<file path="config.mk">
export PLATFORM = sky130hd
export DESIGN_NAME = pipeline_hazard_ctrl
export DESIGN_NICKNAME = d
export VERILOG_FILES = /design/src/rtl/pipeline_hazard_ctrl.sv
export SDC_FILE = /design/constraint.sdc
export NUM_CORES = 1
export LEC_CHECK = 0
export CAP_MARGIN = 25
export CORE_MARGIN = 3
export CORE_UTILIZATION = 52
export DETAILED_ROUTE_END_ITERATION = 10
export GPL_TIMING_DRIVEN = 1
export PLACE_DENSITY = 0.85
export SYNTH_ARGS = -nofsm -noshare
export SYNTH_HDL_FRONTEND = slang
export SYNTH_SLANG_ARGS = --single-unit
</file>
<file path="constraint.sdc">
create_clock -name clk_I -period 7.45 [get_ports clk_I]
set_input_delay 1.49 -clock clk_I [delete_from_list [all_inputs] [get_ports clk_I]]
set_output_delay 1.49 -clock clk_I [all_outputs]
set_load 0.1 [all_outputs]
</file>
<file path="src/rtl/pipeline_hazard_ctrl.sv">
// Pipeline hazard sequencer: drives PC/stage-register enables and flushes from dmem wait,
// branch redirect, load-use and fetch-wait conditions, and keeps stall/flush event counters.
module pipeline_hazard_ctrl #(
  parameter int LOAD_USE_BUBBLES = 1,
  parameter int MEM_TIMEOUT      = 255,
  parameter int TMO_W            = 8,
  parameter int CNT_W            = 16
) (
  input  logic             clk_I,
  input  logic             reset_I,
  input  logic [4:0]       idRs1Addr_I,
  input  logic [4:0]       idRs2Addr_I,
  input  logic             idUsesRs1_I,
  input  logic             idUsesRs2_I,
  input  logic [4:0]       exRdAddr_I,
  input  logic             exMemRead_I,
  input  logic             memBranchTaken_I,
  input  logic             memReq_I,
  input  logic             dmemReady_I,
  input  logic             imemReady_I,
  output logic             pcEn_O,
  output logic             pcRedirect_O,
  output logic             ifidEn_O,
  output logic             ifidFlush_O,
  output logic             idexEn_O,
  output logic             idexFlush_O,
  output logic             exmemEn_O,
  output logic             exmemFlush_O,
  output logic             memwbEn_O,
  output logic             memTimeout_O,
  output logic [CNT_W-1:0] stallCount_O,
  output logic [CNT_W-1:0] flushCount_O
);

  typedef enum logic [1:0] {RUN, LOAD_STALL, MEM_WAIT} state_t;

  localparam logic [1:0]       BUB_INIT = 2'(LOAD_USE_BUBBLES - 1);
  localparam logic [TMO_W-1:0] TMO_LIM  = TMO_W'(MEM_TIMEOUT);
  localparam logic [TMO_W-1:0] TMO_HIT  = TMO_W'(MEM_TIMEOUT - 1);

  state_t           state_q, state_d, saved_q, saved_d, eff_state;
  logic [1:0]       bub_q, bub_d, bub_nxt;
  logic [TMO_W-1:0] wcnt_q, wcnt_d;
  logic             to_q, to_hit;
  logic [CNT_W-1:0] stall_q, flush_q;
  logic             hz, dwait;

  assign hz = exMemRead_I && (exRdAddr_I != 5'd0) &&
              ((idUsesRs1_I && (idRs1Addr_I == exRdAddr_I)) ||
               (idUsesRs2_I && (idRs2Addr_I == exRdAddr_I)));
  assign dwait = memReq_I && !dmemReady_I;

  // Leaving MEM_WAIT is decided as if we were still in the state that was interrupted.
  assign eff_state = (state_q == MEM_WAIT) ? saved_q : state_q;
  assign bub_nxt   = (eff_state == LOAD_STALL) ? (bub_q - 2'd1) : BUB_INIT;

  always_comb begin
    pcEn_O       = 1'b0;
    pcRedirect_O = 1'b0;
    ifidEn_O     = 1'b0;
    ifidFlush_O  = 1'b0;
    idexEn_O     = 1'b0;
    idexFlush_O  = 1'b0;
    exmemEn_O    = 1'b0;
    exmemFlush_O = 1'b0;
    memwbEn_O    = 1'b0;
    state_d      = state_q;
    saved_d      = saved_q;
    bub_d        = bub_q;
    if (reset_I) begin
      state_d = RUN;
    end else if (dwait) begin
      state_d = MEM_WAIT;
      if (state_q != MEM_WAIT) saved_d = state_q;
    end else if (memBranchTaken_I) begin
      {pcEn_O, ifidEn_O, idexEn_O, exmemEn_O, memwbEn_O} = '1;
      {pcRedirect_O, ifidFlush_O, idexFlush_O, exmemFlush_O} = '1;
      state_d = RUN;
      bub_d   = 2'd0;
    end else if (eff_state == LOAD_STALL || (eff_state == RUN && hz)) begin
      {idexEn_O, idexFlush_O, exmemEn_O, memwbEn_O} = '1;
      bub_d   = bub_nxt;
      state_d = (bub_nxt == 2'd0) ? RUN : LOAD_STALL;
    end else if (!imemReady_I) begin
      {idexEn_O, idexFlush_O, exmemEn_O, memwbEn_O} = '1;
      state_d = RUN;
    end else begin
      {pcEn_O, ifidEn_O, idexEn_O, exmemEn_O, memwbEn_O} = '1;
      state_d = RUN;
    end
  end

  // Timeout shows on the very wait cycle that reaches the limit, then latches.
  assign to_hit       = !reset_I && dwait && (wcnt_q >= TMO_HIT);
  assign memTimeout_O = to_q || to_hit;
  assign wcnt_d       = !dwait ? '0 : (wcnt_q == TMO_LIM) ? wcnt_q : wcnt_q + 1'b1;

  always_ff @(posedge clk_I or posedge reset_I) begin
    if (reset_I) begin
      state_q <= RUN;
      saved_q <= RUN;
      bub_q   <= 2'd0;
      wcnt_q  <= '0;
      to_q    <= 1'b0;
      stall_q <= '0;
      flush_q <= '0;
    end else begin
      state_q <= state_d;
      saved_q <= saved_d;
      bub_q   <= bub_d;
      wcnt_q  <= wcnt_d;
      to_q    <= to_q || to_hit;
      if (!pcEn_O && stall_q != '1)      stall_q <= stall_q + 1'b1;
      if (pcRedirect_O && flush_q != '1) flush_q <= flush_q + 1'b1;
    end
  end

  assign stallCount_O = stall_q;
  assign flushCount_O = flush_q;

endmodule
</file>
Yosys cells after proc, flatten, opt, wreduce, memory -nomap -nowiden

Index checks and enable logic that the tools add are counted.
Widths: inputs -> output; s select.

$add $sub $neg: 4
Multipliers: 0
Div/mod/pow operators: 0
Magnitude comparators: 1
Equality and inequality tests: 9
Shift operators: 0
Muxes and demuxes: 26
Bitwise gates (word level): 2
Reduce and logical (&&, ||, !) cells: 22

Operators with widths:

| kind                  | number |
|---|---|
| $add 16x1->16 const B | 2 |
| $ne 16x16->1 const B  | 2 |
| $mux 1                | 18 |
| $mux 8                | 2 |
| $mux 2                | 6 |
| $eq 5x5->1            | 2 |
| $logic_and 1x1->1     | 10 |
| $add 8x1->8 const B   | 1 |
| $eq 8x8->1 const B    | 1 |
| $ge 8x8->1 const B    | 1 |
| $reduce_and 3->1      | 2 |
| $reduce_bool 5->1     | 1 |
| $logic_not 2->1       | 2 |
| $ne 2x2->1 const B    | 2 |
| $logic_not 1->1       | 3 |
| $logic_or 1x1->1      | 3 |
| $eq 2x1->1 const B    | 1 |
| $eq 2x2->1 const B    | 1 |
| $not 1->1             | 2 |
| $reduce_bool 2->1     | 1 |
| $sub 2x1->2 const B   | 1 |

Flip-flop bits (word level): 47
Latch bits: 0
RAM bits: 0
ROM bits: 0
Input bits: 24
Logic and storage cells: 71
Memories: 0

Longest topological paths before layout

Depth in word-level cells: 12
Mapped depth: 9
Mapped depth without buffers: 9

Worst setup path after synthesis

OpenSTA, ideal clock, no wires.

Kind: input to output
Start: input reset_I
End: output pcEn_O
Data arrival time: 4.928 ns
Required time: 5.960 ns
Setup slack: 1.032 ns
Stages on the path: 6
Buffers on the path: 1
Path through: inv_1 -> nand2_1 -> inv_1 -> o2111ai_2 -> nand2_1 -> buf_4

Word-level cells in the longest chain between the ends: 1

RTL lines:

| item        | line | source |
|---|---|---|
| from (decl) | 10   | `input logic reset_I,` |
| $mux 1      | --   |  |
| to (decl)   | 21   | `output logic pcEn_O,` |

Every way passes these cells.

Worst setup path after layout

Start: input exRdAddr_I[3]
End: output idexFlush_O

Word-level cells in the longest chain between the ends: 10

RTL lines:

| item                                 | line   | source |
|---|---|---|
| from (decl)                          | 15     | `input logic [4:0] exRdAddr_I,` |
| $eq 5x5->1 (on tied branches)        | 49, 50 |  |
| $logic_and 1x1->1 (on tied branches) | 49, 50 |  |
| $logic_or 1x1->1                     | 49     | `((idUsesRs1_I && (idRs1Addr_I == exRdAddr_I)) \|\|` |
| $logic_and 1x1->1 (*)                | 48     | `assign hz = exMemRead_I && (exRdAddr_I != 5'd0) &&` |
| $logic_and 1x1->1 (*)                | 80     | `end else if (eff_state == LOAD_STALL \|\| (eff_state == RUN && hz)) begin` |
| $logic_or 1x1->1 (*)                 | 80     |  |
| $mux 1 (*)                           | 80     |  |
| $mux 1 (*)                           | 75     | `end else if (memBranchTaken_I) begin` |
| $mux 1 (*)                           | 72     | `end else if (dwait) begin` |
| $mux 1 (*)                           | 70     | `if (reset_I) begin` |
| to (decl)                            | 26     | `output logic idexFlush_O,` |

Every way passes the cells marked *; elsewhere a longest branch is shown, timed or not.

==> summary.txt <==
Die
  – Initial Utilization: 54.6%
  – I/O pin count: 66
  – Die area: between 5000 and 6000 um^2
  – Core ar.: approximately 4400 um^2
  – Rows: 24
  – Die Wd: ~74 um
  – Die height: about 74 um

Setup path
  – Arrival time worst endpoint: roughly 4400 ps
  – Maximum fanout along the worst path: 3
  – CP Class: primary input to output pin
  – Crit path launch type: primary input
  – Reg2Reg Setup Slack: around 5000 ps
  – Crit end category: output pin
  – Data required, critical path: between 5000 and 6000 ps

Detailed routing
  – Residual DRC: 0
  – First DRT Iteration DRCs: 87
  – Total wire length: between 5000 and 6000 um
  – DR pass1 iterations: 4
  – Total number of vias: 1,933
  – Post-route ant nets: 0
  – DR vias/cell: ~5.4
  – WL per Instance: 14.6 um

Logic synthesis
  – Commonest cells post-synth: dfrtp_1, xor2_1, nor2_1
  – Yosys top cell area share: a little under 50%
  – Sequential share of the synthesized area: between 40% and 50%
  – Synth unique cells: 40
  – Synth area leader: dfrtp_1
  – Syn Area/Cell: between 9 and 10 um^2
  – Share of flip-flops with an asynchronous set or reset: 100%
  – Mapped Cells: approximately 240
  – Post-synth net total: approximately 270
  – #FFs+latches synth: 47
  – Post-synth EDFFs: 0
  – Top area cells in the synthesized netlist: dfrtp_1, xor2_1, xnor2_1, nand3_1, nor2_1
  – Post-Synthesis Cell Area: about 2400 um^2
  – Most frequent cell after synthesis: dfrtp_1
  – Ys flop type: dfrtp_1
  – Synth warn: 0

Final layout
  – Non-filler cells, final: between 300 and 400
  – Antenna diodes: 0
  – Layout cell share with drive strength beyond 1: between 5 and 6%
  – P&R area growth vs syn: 31.5%
  – Layout net count: between 300 and 400
  – Fin util: around 72%

Placement
  – Placed cell count: between 300 and 400
  – # port buffers: 65
  – Post-DP HPWL: 3940 um
  – Final Wtd Congestion: a little over 0.8

Clock tree
  – Reg clk slew, reported paths: 80 ps
  – Root Driver: clkbuf_8
  – Hold-fix buffers, CTS: 0
  – CTS tree: built
  – Later-pin clock latency in the skew report: 290 ps
  – Post-cts resize count: 0
  – Max clock buf depth: 2
  – Setup Fix Bufs, Post-CTS: 0
  – CTS Buf Count: 5
  – Num Clock Sinks: 47
  – H-tree levels: 2

Timing
  – Final Setup Violations: 0
  – Tcrit/Tclk final: between 70 and 80%
  – RSZ-0062 raised after global routing: false
  – Fin. Hold Viols: 0
  – Slew Limit Fails: 0
  – Worst Skew: 6.46 ps
  – Setup_tns: 0 ps
  – Worst rel slew slack: 32.6%
  – Worst hold slack: approximately 480 ps
  – Final min period: approximately 6000 ps
  – Fmax: 170 MHz
  – Worst slew pin tran: between 1000 and 1500 ps

Min path
  – Worst Hold Class: flop to flop

Global route
  – GRT Total Usage: between 10% and 20%
  – Largest net degree at the start of global routing: 48
  – First-pass GRT wire length: 8420 um
  – Global route overflow: 0
  – Vias in the first global route: approximately 1.9k
  – Initial antenna violation count: 0

Power
  – Worst vdd ir: 0.329 mV
  – P per Cell Area: 293 nW/um^2
  – Static Leakage: 1.39 nW

Job
  – Max-cap violations: 0

Run status
  – Status: completed
==> per-layer routing <==
layer | GRT usage, % | wire, um | up-vias
li1 | - | - | 958
met1 | 25.3 | 2300 | 909
met2 | 34.1 | 2520 | 58
met3 | 3.78 | 353 | 8
met4 | 6.64 | 77 | 0
met5 | 0 | 0 | -
==> final cells by class <==
cell class	count	area, um^2
tap	52	65.1
sequential	47	1180
clock inverter	1	5.00
clock buffer	6	82.6
timing repair buffer	66	658
fill	335	1250
inverter	11	41.3
multi-input combinational	176	1140
==> worst max-delay path, stage by stage <==
cell and delay (ps):
clkdlybuf4s50_1 460, xor2_1 190, nor4_1 350, a32oi_1 190
o21ai_0 300, nor2_1 100, a21oi_1 160, clkdlybuf4s50_1 1150
==> power breakdown <==
part	internal [W]	leakage, nW	total (W)	switching [W]
clock network	0.0000728	0.0470	0.000149	0.0000766
logic	0.000110	0.724	0.000441	0.000331
registers	0.000292	0.621	0.000337	0.0000452
total	0.000474	1.39	0.000928	0.000453
==> metrics by stage <==
stage | worst slack, ps | total power (W) | instance area, um^2
final | 1580 | 0.000928 | 3170
after global routing | 1480 | 0.000967 | 3170
after CTS | 1600 | 0.000934 | 3170
after detailed placement | 1620 | 0.000785 | 3080
after global placement | 1720 | 0.000781 | 3080
after floorplan | 1030 | 0.000675 | 2410
==> layout by cell type, fill, tap and decap left out, types with 2 or more instances in the layout <==
cell             instances
nor4_2                   2
ha_1                     4
clkdlybuf4s50_1         65
inv_1                   10
nand2b_1                 2
xnor2_1                 15
nor3_1                   8
nor3_2                   3
nor3b_1                  2
nand4_1                  6
a21oi_1                  4
mux2_2                   2
nor4_1                   2
clkbuf_8                 6
xor2_1                  26
a31oi_1                  2
o21ai_0                 10
dfrtp_1                 47
nand2_1                 20
nor2_1                  22
and3_1                   7
nand3_1                 21
and2_1                   2
==> flip-flops by register name, indices dropped and copies added, names as in the netlist <==
register	count
stallCount_O	16
state_q	2
flushCount_O	16
to_q	1
bub_q	2
saved_q	2
wcnt_q	8
==> worst paths after layout <==
path | from | endpoint | cells past startpoint
max in group asynchronous | reset_I | flushCount_O[3] | 3
worst max register to register | flushCount_O[11] | flushCount_O[11] | 6
min in group asynchronous | reset_I | wcnt_q[6] | 3
worst min register to register | to_q | to_q | 1
worst max-delay path | exRdAddr_I[3] | idexFlush_O | 8
worst min-delay path | to_q | to_q | 1
==> cell families after synthesis <==
group           Yosys count  synth area share (%)
fa+ha+maj                 4                  2.08
mux                       3                  1.35
buf+inv                  18                  3.90
flops                    47                  48.8
compound gates           25                  6.70
simple gates            103                  22.2
xor+xnor                 41                  14.9
(Power assumes the default switching activity.)
